## config.mk

```make
export PLATFORM = sky130hd
export DESIGN_NAME = ex1_1_outbuf
export DESIGN_NICKNAME = d
export VERILOG_FILES = /design/src/rtl/ex1_1_outbuf.sv
export SDC_FILE = /design/constraint.sdc
export NUM_CORES = 1
export LEC_CHECK = 0
export CAP_MARGIN = 20
export CORE_MARGIN = 10
export CORE_UTILIZATION = 54
export CTS_CLUSTER_DIAMETER = 40
export DETAILED_ROUTE_END_ITERATION = 12
export PLACE_DENSITY = 0.81
export SLEW_MARGIN = 20
export SYNTH_ARGS = -nofsm -noshare
export SYNTH_HDL_FRONTEND = slang
export SYNTH_SLANG_ARGS = --single-unit
```

## constraint.sdc

```tcl
create_clock -name clk -period 3.2 [get_ports clk]
set_input_delay 0.64 -clock clk [delete_from_list [all_inputs] [get_ports clk]]
set_output_delay 0.64 -clock clk [all_outputs]
set_load 0.005 [all_outputs]
```

## src/rtl/ex1_1_outbuf.sv

```systemverilog
// Output buffer for the a*b+c stage: show-ahead FIFO with no upstream backpressure.
// Results arriving while full are dropped and recorded in a sticky flag and a saturating counter.
module ex1_1_outbuf #(
  parameter int DEPTH = 4,
  parameter int WIDTH = 32
) (
  input  logic                     clk,
  input  logic                     rst,
  input  logic                     valido,
  input  logic [WIDTH-1:0]         data_out,
  output logic                     out_valid,
  input  logic                     out_ready,
  output logic [WIDTH-1:0]         out_data,
  output logic [$clog2(DEPTH):0]   level,
  output logic                     ovf,
  output logic [7:0]               drop_cnt,
  input  logic                     ovf_clr
);

  localparam int AW = $clog2(DEPTH);
  localparam logic [AW:0] FULL = (AW+1)'(DEPTH);

  logic [WIDTH-1:0] mem [DEPTH];
  logic [AW-1:0]    wr_ptr;
  logic [AW-1:0]    rd_ptr;
  logic             push;
  logic             pop;
  logic             drop;

  // A pop frees a slot in the same edge, so a full FIFO can still accept a result.
  always_comb begin
    pop  = out_valid && out_ready;
    push = valido && ((level != FULL) || pop);
    drop = valido && !push;
  end

  assign out_valid = (level != '0);
  assign out_data  = out_valid ? mem[rd_ptr] : '0;

  // NOTE: all sequential state uses non-blocking assignments so every register samples pre-edge values.
  always_ff @(posedge clk or negedge rst) begin
    if (!rst) begin
      wr_ptr <= '0;
      rd_ptr <= '0;
      level  <= '0;
    end else begin
      if (push) wr_ptr <= wr_ptr + 1'b1;
      if (pop)  rd_ptr <= rd_ptr + 1'b1;
      if (push && !pop)      level <= level + 1'b1;
      else if (pop && !push) level <= level - 1'b1;
    end
  end

  // NOTE: storage is deliberately not reset; out_data is masked by out_valid so stale words never escape.
  always_ff @(posedge clk) begin
    if (push && rst) mem[wr_ptr] <= data_out;
  end

  // A drop takes priority over a coincident clear, restarting the count at 1.
  always_ff @(posedge clk or negedge rst) begin
    if (!rst) begin
      ovf      <= 1'b0;
      drop_cnt <= '0;
    end else if (drop) begin
      ovf <= 1'b1;
      if (ovf_clr)                drop_cnt <= 8'd1;
      else if (drop_cnt != 8'hFF) drop_cnt <= drop_cnt + 8'd1;
    end else if (ovf_clr) begin
      ovf      <= 1'b0;
      drop_cnt <= '0;
    end
  end

endmodule

```

==> run metrics, run 1 <==
port bufs=81; Iteration-0 DRC Markers=194; worst rel slew slack=0.432; Max Clock Skew=6.62 ps; CP endpoint=out_data[22]; Clock transition at path regs=60 ps; Final Setup Violations=0; Mapped Nets=335; Hold WC Path Type=in2async; Setup crit start=rd_ptr[0]$_DFFE_PN0P_; CP cell instances=buf_4, mux4_2, and2_1, clkdlybuf4s50_1; IO Count=82; PwrDens=844 nW/um^2; cell internal pwr=4.54 mW; final hold vios=0; Final period util=0.933; Post-Route Utilization=0.706; fraction of layout cells with a size suffix above 1=0.209; Antenna Diode Count=0; Max FO, Critical Path=13; final wirelength=10700 um; Mapped Area=5720 um^2; FILL cells=657; Startpoint Class=flip-flop; cell row count=37; #FFs+latches synth=144; die area=15100 um^2; CTS tree=built; register area share after synthesis=0.742; CP arrival=2350 ps; worst-margin pin slew=853 ps; clock share of power=0.283; clk sinks=144; worst hold slack=394 ps; GPL Wtd Cong=0.789; GR Util All Layers=0.153; Worst path depth=4; clock buffer depth=2; switching share of power=0.262; Peak VDD IR=601 uV; Core Footprint=10300 um^2; vias per cell=5.50; Mapped Cells=291; synth unique cells=33; RSZ-0062 raised after global routing=false; critical path's largest stage delay=560 ps; post-route cell area=7290 um^2; reg2reg end=level[2]$_DFFE_PN0P_; leak pwr=2.49 nW; Max-cap violations=0; sequential power share=0.395; Die W=123 um; drt pass-1 iters=4; crit path capture type=output port; Area growth syn-to-layout=27.3%; # DRC=0; total negative slack=0 ps; DR WL/cell=20.0 um; Placed Area=6750 um^2; routed via count=2937; PnR worst setup slack=213 ps; flop2flop setup slack=830 ps; post-route insts no fill=534; worst-case reg-to-reg path depth=8; syn avg cell area=19.7 um^2; vias in the first global route=3230; HPWL Detailed=6950 um; critical register-to-register path startpoint=level[1]$_DFFE_PN0P_; NetSw=1.61 mW; global-route congestion overflow total=0; initial antenna violation count=0; Detail Route Antenna Nets=0; total power=6.15 mW; Final #Nets=430; # hold bufs at CTS=0; Initial Util=0.554; Skew-Pair Late Insertion Delay=510 ps; largest net degree at the start of global routing=36; number of cells after detailed placement=503; Combinational Power Share=0.322; crit path time final=2990 ps; maximum clock frequency=335 MHz; die height=123 um; Slew Limit Fails=0; outcome=complete, no violations; CP max stage cell=mux4_2; crit path kind=reg2out; Place WS=442 ps; total CTS buffers=17; CTS root buffer=clkbuf_8; Crit path required time=2560 ps; setup repair bufs after CTS=0; CTS H-tree depth=4; first-pass GRT wire length=17400 um; crit-path leading delay family=buffers and inverters; Worst Path Buf+Inv=2; Synthesis Warnings=0
-- Yosys cell counts --
library cell,number,area [um^2]
nand4_1,2,12.5
fa_1,1,20.0
a31o_2,1,8.76
nor3_1,1,5.00
nor2_1,5,18.8
and3_1,6,37.5
clkbuf_1,10,37.5
o211ai_4,1,21.3
o21bai_1,1,7.51
nand2_1,8,30.0
dfrtp_1,16,400
and2b_2,1,8.76
a31oi_1,1,6.26
ha_1,6,75.1
o311ai_0,1,8.76
mux2i_1,3,30.0
o21ai_0,4,20.0
nand3_1,5,25.0
or3_2,1,7.51
o41ai_1,1,8.76
and2_1,32,200
buf_2,4,20.0
nand2b_1,1,6.26
mux2_2,1,11.3
xnor2_1,4,35.0
and4_1,1,8.76
mux4_2,32,721
nor4b_4,1,23.8
inv_1,5,18.8
edfxtp_1,128,3840
or3_1,2,12.5
a21oi_1,3,15.0
xor2_1,2,17.5
-- area by class of cell --
cell class                 instances  area (um^2)  share of cell area
sequential                       144         4250               0.583
multi-input combinational        128         1410               0.194
tap                              136          170              0.0234
clock buffer                      17          414              0.0568
inverter                           5         18.8             0.00258
timing repair buffer              90          903               0.124
clock inverter                    14          119              0.0163
-- worst min-delay path by stage --
| stage | startpoint | endpoint | cells after the start |
|---|---|---|---|
| floorplan | rst | drop_cnt[0]$_DFFE_PN0P_ | 0 |
| global placement | ovf$_DFFE_PN0P_ | ovf$_DFFE_PN0P_ | 2 |
| detailed placement | ovf$_DFFE_PN0P_ | ovf$_DFFE_PN0P_ | 2 |
| CTS | rst | wr_ptr[1]$_DFFE_PN0N_ | 1 |
| global route | rst | rd_ptr[1]$_DFFE_PN0P_ | 1 |
| finish | rst | rd_ptr[1]$_DFFE_PN0P_ | 1 |
-- cell families (layout without fill, tap and decap cells) --
group / count (synthesis) / count (layout) / share of synthesized area
buffers and inverters: 19 / 126 / 0.0133
muxes: 36 / 36 / 0.133
xor gates and xnor gates: 6 / 6 / 0.00918
DFF: 144 / 144 / 0.742
AOI/OAI and AO/OA: 13 / 13 / 0.0168
and+or+nand+nor: 66 / 66 / 0.0693
adders and majority gates: 7 / 7 / 0.0166
-- what timing repair did --
| action | CTS | global route |
|---|---|---|
| gates resized for setup | 1 | 1 |
| endpoints found under the hold margin | 0 | 0 |
| setup endpoints to repair | 1 | 1 |
| pin swaps | 0 | 0 |
-- power groups by stage --
stage	logic [mW]	registers (mW)	clock network [mW]
CTS	2.04	2.44	1.77
floorplan	1.09	2.39	0
global placement	1.98	2.45	0
finish	1.98	2.43	1.74
detailed placement	2.02	2.47	0
global route	2.16	2.46	1.85
-- layer usage --
metal / GRT usage / routed length [um] / up-vias
met2: 0.251 / 5370 / 90
met1: 0.183 / 4380 / 1498
met4: 0.0493 / 85 / 0
li1: - / - / 1339
met5: 0 / 0 / -
met3: 0.0606 / 837 / 10
-- layout by cell type, fill, tap and decap left out, types with 4 or more instances in the layout --
master	netlist	routed
clkinvlp_4	0	4
nand2_1	8	8
nor2_1	5	5
inv_1	5	5
ha_1	6	6
clkinv_2	0	4
mux4_2	32	32
nand3_1	5	5
clkdlybuf4s50_1	0	81
xnor2_1	4	4
clkbuf_16	0	16
o21ai_0	4	4
dfrtp_1	16	14
buf_4	0	7
and3_2	0	4
and2_1	32	32
edfxtp_1	128	128
-- sequential cells by signal, indices dropped and copies added (netlist names) --
signal    cells
drop_cnt      8
level         3
mem         128
ovf           1
rd_ptr        2
wr_ptr        2
No activity file was read; power rests on OpenSTA's default activity.
==> run 2: changes to the inputs <==
CORE_UTILIZATION = 30   (was 54)
PLACE_DENSITY = 0.51   (was 0.81)
==> run metrics, run 2 (synthesized netlist as in run 1, its figures left out) <==
IO Count=82; outcome=complete, no violations; HPWL Detailed=7290 um; final hold vios=0; final wirelength=11700 um; Initial Util=0.305; Max-cap violations=0; Crit path required time=2560 ps; worst-case reg-to-reg path depth=8; clock buffer depth=2; Detail Route Antenna Nets=0; crit-path leading delay family=simple AND/OR/NAND/NOR gates; Largest register FFs=128; fraction of layout cells with a size suffix above 1=0.209; # hold bufs at CTS=0; top flop regs=mem x128, drop_cnt x8, level x3; crit path kind=reg2out; total power=6.53 mW; Final period util=0.947; CTS root buffer=clkbuf_16; CTS H-tree depth=4; Final Setup Violations=0; maximum clock frequency=330 MHz; global-route congestion overflow total=0; Worst Path Buf+Inv=1; die area=25000 um^2; vias per cell=4.52; Skew-Pair Late Insertion Delay=410 ps; CP max stage cell=or3_2; Antenna Diode Count=0; critical path's largest stage delay=790 ps; largest net degree at the start of global routing=36; drt pass-1 iters=4; FILL cells=1723; # DRC=0; setup repair bufs after CTS=0; Area growth syn-to-layout=31.1%; Iteration-0 DRC Markers=106; die height=158 um; CP cell instances=or3_2, and2_1, clkdlybuf4s50_1; GPL Wtd Cong=0.762; crit path capture type=output port; RSZ-0062 raised after global routing=false; Clock transition at path regs=60 ps; Startpoint Class=flip-flop; flop2flop setup slack=590 ps; DR WL/cell=18.5 um; port bufs=81; routed via count=2859; crit path time final=3030 ps; PwrDens=871 nW/um^2; first-pass GRT wire length=17800 um; highest-count cells in the layout ignoring fill and taps=128 x edfxtp_1, 81 x clkdlybuf4s50_1, 32 x mux4_2, 32 x and2_1, 17 x clkbuf_16; GR Util All Layers=0.0975; Max FO, Critical Path=35; Slew Limit Fails=0; initial antenna violation count=0; worst rel slew slack=0.396; cell row count=50; reg2reg end=level[2]$_DFFE_PN0P_; Die W=158 um; vias in the first global route=3141; Peak VDD IR=375 uV; FF/Latch Area=4250 um^2; clk sinks=144; post_cts resized=0; worst-margin pin slew=906 ps; leading cell type in the layout, fill and taps excluded=edfxtp_1; Max Clock Skew=8.82 ps; Final #Nets=429; CP arrival=2390 ps; leak pwr=2.53 nW; critical register-to-register path startpoint=level[0]$_DFFE_PN0P_; Hold WC Path Type=in2async; Reg with most FFs=mem; total negative slack=0 ps; total CTS buffers=17; Core Footprint=18800 um^2; CTS tree=built; area of the multi-input gates=1410 um^2
[run 2: changes by cell type in the layout (fill, tap and decap cells not counted)]
cell	previous run	this run
or3_4	1	0
dfrtp_4	1	0
or3_2	0	1
clkbuf_16	16	17
clkinv_2	4	3
clkinv_4	3	1
clkbuf_1	0	1
dfrtp_2	1	2
buf_4	7	6
clkbuf_8	1	0
clkinv_1	1	0
bufinv_16	1	5
[run 2: how the worst max path moves through the flow]
stage,from,to,depth (start not counted)
5_1_grt,level[1]$_DFFE_PN0P_,out_data[28],3
3_5_place_dp,out_ready,mem[1][5]$_DFFE_PP_,4
6_report,level[0]$_DFFE_PN0P_,out_data[16],3
3_3_place_gp,out_ready,mem[0][4]$_DFFE_PP_,4
2_1_floorplan,out_ready,level[1]$_DFFE_PN0P_,7
4_1_cts,level[0]$_DFFE_PN0P_,out_data[16],3
[run 2: power by group]
part,internal [mW],switching (mW)
combinational,1.23,0.789
clock,1.38,0.738
sequential,2.29,0.110
total,4.90,1.64
[run 2: layer usage]
layer | wire (um) | global-route usage | up-vias
met5 | 0 | 0 | -
met4 | 92 | 0.0318 | 0
met3 | 772 | 0.0434 | 7
met2 | 5670 | 0.153 | 69
met1 | 5130 | 0.117 | 1449
li1 | - | - | 1334
[run 2: metrics by stage]
stage,hold WS (ps),util,instances,setup slack (ps),area (um^2)
floorplan,344,-,291,760,5720
global placement,516,0.366,600,406,6860
detailed placement,519,0.366,600,366,6860
CTS,406,0.400,632,84.9,7500
global route,410,0.400,632,22.5,7500
finish,427,0.400,632,171,7500
[run 2: cell type report]
type / count / share of cell area
clock inverter: 14 / 0.0283
clock buffer: 18 / 0.0572
inverter: 5 / 0.00250
multi-input combinational: 128 / 0.188
sequential: 144 / 0.566
timing repair buffer: 89 / 0.119
tap: 234 / 0.0390
==> run 3: changes to the inputs <==
DONT_BUFFER_PORTS = 1   (was unset)
PLACE_DENSITY = 0.46   (was 0.51)
==> run metrics, run 3 (synthesized netlist as in run 1, its figures left out) <==
initial antenna violation count=0; Area growth syn-to-layout=16.0%; total CTS buffers=17; crit-path leading delay family=multiplexers; HPWL Detailed=7420 um; CTS H-tree depth=4; Slew Limit Fails=0; maximum clock frequency=381 MHz; FF/Latch Area=4250 um^2; crit path kind=reg2out; CP arrival=1980 ps; final wirelength=12000 um; Placed Area=6000 um^2; flop2flop setup slack=840 ps; Clock transition at path regs=60 ps; Startpoint Class=flip-flop; CP max stage cell=mux4_2; Max FO, Critical Path=21; Post-Route Utilization=0.354; Largest register FFs=128; Hold WC Path Type=in2reg; # hold bufs at CTS=1; clock buffer depth=2; Detail Route Antenna Nets=0; Final Setup Violations=0; FILL cells=1755; setup repair bufs after CTS=0; cell row count=50; GR Util All Layers=0.0996; number of cells after detailed placement=516; PwrDens=872 nW/um^2; crit path capture type=output port; largest net degree at the start of global routing=35; die height=158 um; clk sinks=144; PnR worst setup slack=577 ps; worst-margin pin slew=922 ps; Final #Nets=346; vias in the first global route=2866; Place WS=750 ps; drt pass-1 iters=4; total power=5.79 mW; area of the multi-input gates=1410 um^2; CTS root buffer=clkbuf_16; worst rel slew slack=0.385; critical path's largest stage delay=600 ps; fraction of layout cells with a size suffix above 1=0.254; final hold vios=0; RSZ-0062 raised after global routing=false; outcome=complete, no violations; # DRC=0; global-route congestion overflow total=0; Die W=158 um; leak pwr=2.21 nW; GPL Wtd Cong=0.682; DR WL/cell=21.8 um; post-route insts no fill=549; CP cell instances=buf_4, mux4_2, and2_1; Final period util=0.820; Iteration-0 DRC Markers=85; total negative slack=0 ps; top flop regs=mem x128, drop_cnt x8, level x3; Max Clock Skew=7.12 ps; Antenna Diode Count=0; highest-count cells in the layout ignoring fill and taps=128 x edfxtp_1, 32 x mux4_2, 32 x and2_1, 20 x clkbuf_16, 14 x dfrtp_1; Setup crit start=rd_ptr[0]$_DFFE_PN0P_; vias per cell=4.73; first-pass GRT wire length=18000 um; Max-cap violations=0; leading cell type in the layout, fill and taps excluded=edfxtp_1; Crit path required time=2560 ps; CTS tree=built; Peak VDD IR=422 uV; Initial Util=0.305; worst hold slack=275 ps; hold_sp=ovf_clr; critical register-to-register path startpoint=level[1]$_DFFE_PN0P_; post_cts resized=0; Skew-Pair Late Insertion Delay=410 ps; routed via count=2596; port bufs=0; Core Footprint=18800 um^2; IO Count=82; crit path time final=2620 ps; Reg with most FFs=mem; Worst Path Buf+Inv=1; die area=25000 um^2; post-route cell area=6640 um^2
## run 3: area by class of cell
cell class	count	share of cell area
clock buffer	25	0.0843
clock inverter	7	0.00962
inverter	5	0.00283
multi-input combinational	128	0.212
sequential	144	0.640
tap	234	0.0441
timing repair buffer	6	0.00716
## run 3: final timing paths
check,cells after the start,to
min reg2reg,2,ovf$_DFFE_PN0P_
max,3,out_data[1]
max in group asynchronous,1,rd_ptr[1]$_DFFE_PN0P_
min in group asynchronous,1,drop_cnt[3]$_DFFE_PN0P_
min,1,drop_cnt[3]$_DFFE_PN0P_
max reg2reg,6,level[1]$_DFFE_PN0P_
## run 3: worst register-to-register path: cells and delay by family, from the launching register on
family | cells | cell delay [ps]
multiplexers | 1 | 260
buffers and inverters | 1 | 80
flip-flops | 1 | 470
AND/OR/NAND/NOR | 2 | 810
adder cells (fa/ha/maj) | 2 | 630
## run 3: layer usage
metal | GRT usage | up-vias | routed length (um)
met3 | 0.0529 | 11 | 1170
met2 | 0.155 | 65 | 5820
met1 | 0.113 | 1348 | 4830
met5 | 0 | - | 0
li1 | - | 1172 | -
met4 | 0.0410 | 0 | 146
## run 3: power by group
group	total [mW]	leakage [nW]	switching, mW	internal [mW]
Clock	2.02	0.316	0.732	1.29
Sequential	2.38	1.37	0.0953	2.29
Combinational	1.38	0.530	0.725	0.654
